**config.mk**
```make
export PLATFORM = sky130hd
export DESIGN_NAME = sync_updown_counter_n
export DESIGN_NICKNAME = d
export VERILOG_FILES = /design/src/rtl/sync_updown_counter_n.sv
export SDC_FILE = /design/constraint.sdc
export NUM_CORES = 1
export LEC_CHECK = 0
export CAP_MARGIN = 20
export CORE_MARGIN = 2
export CORE_UTILIZATION = 50
export CTS_CLUSTER_SIZE = 10
export DETAILED_ROUTE_END_ITERATION = 8
export GPL_TIMING_DRIVEN = 0
export PLACE_DENSITY = 0.87
export SYNTH_ARGS = -nofsm -noshare
export SYNTH_HDL_FRONTEND = slang
export SYNTH_SLANG_ARGS = --single-unit
export TNS_END_PERCENT = 20
```
**constraint.sdc**
```tcl
create_clock -name clk -period 3.3 [get_ports clk]
set_clock_uncertainty 0.15 [all_clocks]
set_input_delay 0.66 -clock clk [delete_from_list [all_inputs] [get_ports clk]]
set_output_delay 0.66 -clock clk [all_outputs]
set_load 0.01 [all_outputs]
```
**src/rtl/sync_updown_counter_n.sv**
```systemverilog
// sync_updown_counter_n
//   Parametrised synchronous up/down counter, counting modulo MOD_VALUE
//   (0 .. MOD_VALUE-1). It has a count enable, a synchronous clear, a
//   parallel load that clamps out-of-range values, a combinational
//   terminal-count output and a registered wrap pulse.
//
//   Priority at each rising edge: clr > load > en > hold.
//
// Parameters
//   WIDTH      counter width in bits (2..32)
//   MOD_VALUE  count modulus (2..2**WIDTH)
//
// Ports
//   clk       in   rising-edge clock
//   reset_n   in   asynchronous active-low reset (Q=0, wrap=0)
//   en        in   count enable; step one position in the direction of up_dn
//   up_dn     in   direction: 1 = increment, 0 = decrement
//   clr       in   synchronous clear to 0
//   load      in   synchronous parallel load of load_val
//   load_val  in   load value; values >= MOD_VALUE load as MOD_VALUE-1
//   Q         out  current count (registered)
//   tc        out  terminal count (combinational); high the cycle before a wrap
//   wrap      out  single-cycle registered pulse, coincident with the wrapped Q
//
// Build option
//   SYNC_UPDOWN_COUNTER_SATURATE_EN : when defined, the counter holds at the
//   limits instead of wrapping. wrap stays 0 and tc flags "at limit".

module sync_updown_counter_n #(
    parameter int unsigned      WIDTH     = 8,
    parameter longint unsigned  MOD_VALUE = 256
) (
    input  logic             clk,
    input  logic             reset_n,
    input  logic             en,
    input  logic             up_dn,
    input  logic             clr,
    input  logic             load,
    input  logic [WIDTH-1:0] load_val,
    output logic [WIDTH-1:0] Q,
    output logic             tc,
    output logic             wrap
);

    // MOD_VALUE-1 always fits in WIDTH bits, even when MOD_VALUE is 2**WIDTH.
    // Comparing against it also keeps the load clamp within WIDTH bits.
    localparam logic [WIDTH-1:0] MAX_Q = WIDTH'(MOD_VALUE - 64'd1);

    logic [WIDTH-1:0] q_q, q_d;
    logic             wrap_q, wrap_d;
    logic             at_limit;

    // The boundary depends on the direction. It is masked by en in tc, so
    // an X on up_dn cannot propagate while the counter is idle.
    assign at_limit = up_dn ? (q_q == MAX_Q) : (q_q == '0);
    assign tc       = en & ~clr & ~load & at_limit;

    always_comb begin
        q_d    = q_q;
        wrap_d = 1'b0;
        if (clr) begin
            q_d = '0;
        end else if (load) begin
            q_d = (load_val > MAX_Q) ? MAX_Q : load_val;
        end else if (en) begin
`ifdef SYNC_UPDOWN_COUNTER_SATURATE_EN
            if (!at_limit) begin
                q_d = up_dn ? q_q + 1'b1 : q_q - 1'b1;
            end
`else
            if (at_limit) begin
                q_d    = up_dn ? '0 : MAX_Q;
                wrap_d = 1'b1;
            end else begin
                q_d = up_dn ? q_q + 1'b1 : q_q - 1'b1;
            end
`endif
        end
    end

    always_ff @(posedge clk or negedge reset_n) begin
        if (!reset_n) begin
            q_q    <= '0;
            wrap_q <= 1'b0;
        end else begin
            q_q    <= q_d;
            wrap_q <= wrap_d;
        end
    end

    assign Q    = q_q;
    assign wrap = wrap_q;

endmodule

```
==> flow_summary.ini <==
[outcome]
status = complete, no violations

[floorplanning]
die-area_sq_um = 2030
core_area_sq_um = 1540
initial_utilization_pct = 54.6
die_height_um = 45.0
pin_count = 24
dieWidth_um = 45.0
rows = 14

[synthesis]
synthSimpleGateAreaFrac_pct = 23.8
synth_fa_ha_area_share_pct = 11.3
synth_edf_count = 0
ys_async_sr_fraction_pct = 100
synthFlopType = dfrtp_1
synth_compound_area_share_pct = 28.1
synth_area_leaders = dfrtp_1, ha_1, a21oi_1, o21ai_0, nor3b_1
synthesis.nets = 123
synth_xor_area_share_pct = 3.12
yosysTopAreaCell = dfrtp_1
syn_inst = 102
synth_top_area_share_pct = 26.7
synth.area.mux_share_pct = 1.19
synth_area_per_cell_sq_um = 8.26
syn_area_sq_um = 842
yosysSeqAreaShare_pct = 26.7
synth-seq-cells = 9
synth_cell_types = 34
synth_top_family_by_area = compound AO/OA/AOI/OAI gates
yosysWarningCount = 0

[worst_hold_path]
holdCritPathClass = in2async

[critical_path]
reg2reg_to = Q[7]
worst-path-max-fanout = 5
critical_path_class = in2out
reg2reg_depth = 6
crit_arrival_ns = 2.12
start_kind = primary input
setup.worst_path.start = up_dn
slowest_delay_ns = 0.55
end_kind = primary output
regToRegSetupSlack_ns = 1.26
endpoint = tc
r2r-start = Q[2]
crit_chain = dlymetal6s2s_1, nand2_1, or3_4, a21oi_1, clkdlybuf4s50_1
crit_path_top_delay_cell = clkdlybuf4s50_1
crit_required_ns = 2.49

[sta]
setup_viol = 0
post-route-period-util_pct = 88.9
slew_headroom_pct = 70.1
fmax_mhz = 341
tightest_slew_ns = 0.449
fin_ws_ns = 0.367
finalCriticalPeriod_ns = 2.93
fin_tns_setup_ns = 0
grt_setup_unrepaired = no
hold_viol_final = 0
drv_slew = 0

[global_route]
gr-usage-met1_pct = 28.0
busiest_layer = met2
grt_pass1_vias = 848
met2_usage_pct = 42.0
grt-ovfl-total = 0
grt_pass1_wl_mm = 3.55
grt_use_met3_pct = 6.40
grt_max_degree = 11
grt.total_usage_pct = 24.0
antenna_found_initial = 0

[placement]
hpwl_mm = 1.65
io_buffers = 20
gp_routability_congestion = 0.872
post-place-ws_ns = 0.0160

[drt]
drtAntennaViolNets = 0
firstDrtPassIters = 4
vias = 844
post_drt_wl_per_cell_um = 15.2
drc = 0
drtIter0Drc = 16
vias_per_cell = 5.94
wl_mm = 2.15

[power]
peakVddDrop_uv = 254
power_density_nw_per_um2 = 336
leakage_nw = 0.464

[finish]
diodes = 0
layout_commonest_cell = clkdlybuf4s50_1
layout_common_cells = clkdlybuf4s50_1, a21oi_1, dfrtp_1
area_growth_pct = 29.6
layout.nets = 148
layout-drive-gt1-share_pct = 8.73
postLayoutCoreUtil_pct = 70.8

[cts]
clock_path_buffers = 2
cts_setup_buffers = 0
ctsHtreeMaxLevel = 1
cts.sinks = 9
clk_pin_slew_worst_paths_ns = 0.06
numCtsBuffers = 3
cts_root_buf = clkbuf_4
worstSkewPairLatency_ns = 0.26
cts_tree = done
cts_hold_buf = 0

[run]
drv_cap = 0
[per-stage QoR]
step / total power [mW] / area [sq um] / cells / hold WS, ns
after floorplan: 0.228 / 842 / 102 / 0.214
after global placement: 0.278 / 1060 / 138 / 0.556
after global routing: 0.394 / 1090 / 142 / 0.569
after CTS: 0.370 / 1090 / 142 / 0.551
after detailed placement: 0.283 / 1060 / 138 / 0.572
final: 0.366 / 1090 / 142 / 0.548
[where the power goes]
group	switching, mW	total, mW	internal (mW)
Combinational	0.0726	0.149	0.0768
Sequential	0.0140	0.133	0.119
Clock	0.0370	0.0835	0.0465
Total	0.124	0.366	0.243
[kinds of logic (layout without fill, tap and decap cells)]
| family | count (synthesis) | in the layout |
|---|---|---|
| flops | 9 | 9 |
| simple gates | 36 | 36 |
| mux | 1 | 1 |
| fa+ha+maj | 7 | 7 |
| buf+inv | 9 | 33 |
| xor+xnor | 3 | 3 |
| compound gates | 37 | 37 |
[per-layer routing]
metal | routed length [um] | part of all wire [%]
met5 | 0 | 0
met4 | 26 | 1.2
met3 | 110 | 5.1
met2 | 1050 | 49
met1 | 963 | 45
[worst min-delay path by stage]
| stage | depth (start not counted) | to | slack (ns) |
|---|---|---|---|
| finish | 1 | Q[1] | 0.55 |
| global route | 3 | wrap | 0.57 |
| CTS | 3 | wrap | 0.55 |
| detailed placement | 3 | wrap | 0.57 |
| global placement | 2 | Q[2] | 0.56 |
| floorplan | 0 | Q[0] | 0.21 |
[synth_stat cells (all sizes together) (2+ instances only)]
| master | instances |
|---|---|
| xnor2 | 2 |
| o2bb2ai | 2 |
| ha | 6 |
| a21oi | 15 |
| nand3 | 3 |
| o31a | 3 |
| o21a | 3 |
| nor2 | 8 |
| clkbuf | 2 |
| nor3b | 5 |
| nand2 | 6 |
| o21ai | 8 |
| nor3 | 2 |
| a211oi | 2 |
| and3 | 3 |
| inv | 5 |
| dfrtp | 9 |
| nor2b | 3 |
| or2 | 2 |
| buf | 2 |
[registers in the layout, indices dropped and copies added (netlist names)]
register	count
wrap	1
Q	8
[worst max-delay path, delay by kind of cell]
family	cells	cell delay (ns)
AND/OR/NAND/NOR	2	0.50
AO/OA/AOI/OAI	1	0.18
buffers and inverters	2	0.78
[area by class of cell]
type / count / area (sq um)
Buffer: 4 / 30.0
Clock buffer: 4 / 26.3
Fill cell: 137 / 450
Inverter: 5 / 18.8
Multi-Input combinational cell: 84 / 568
Sequential cell: 9 / 225
Tap cell: 16 / 20.0
Timing Repair Buffer: 20 / 203
[timing repair]
item                                    4_1_cts  5_1_grt
endpoints found under the setup margin        0        1
hold endpoints to repair                      0        0
resized for setup                             0        1
Note: power is estimated with default switching activity, not from simulation.
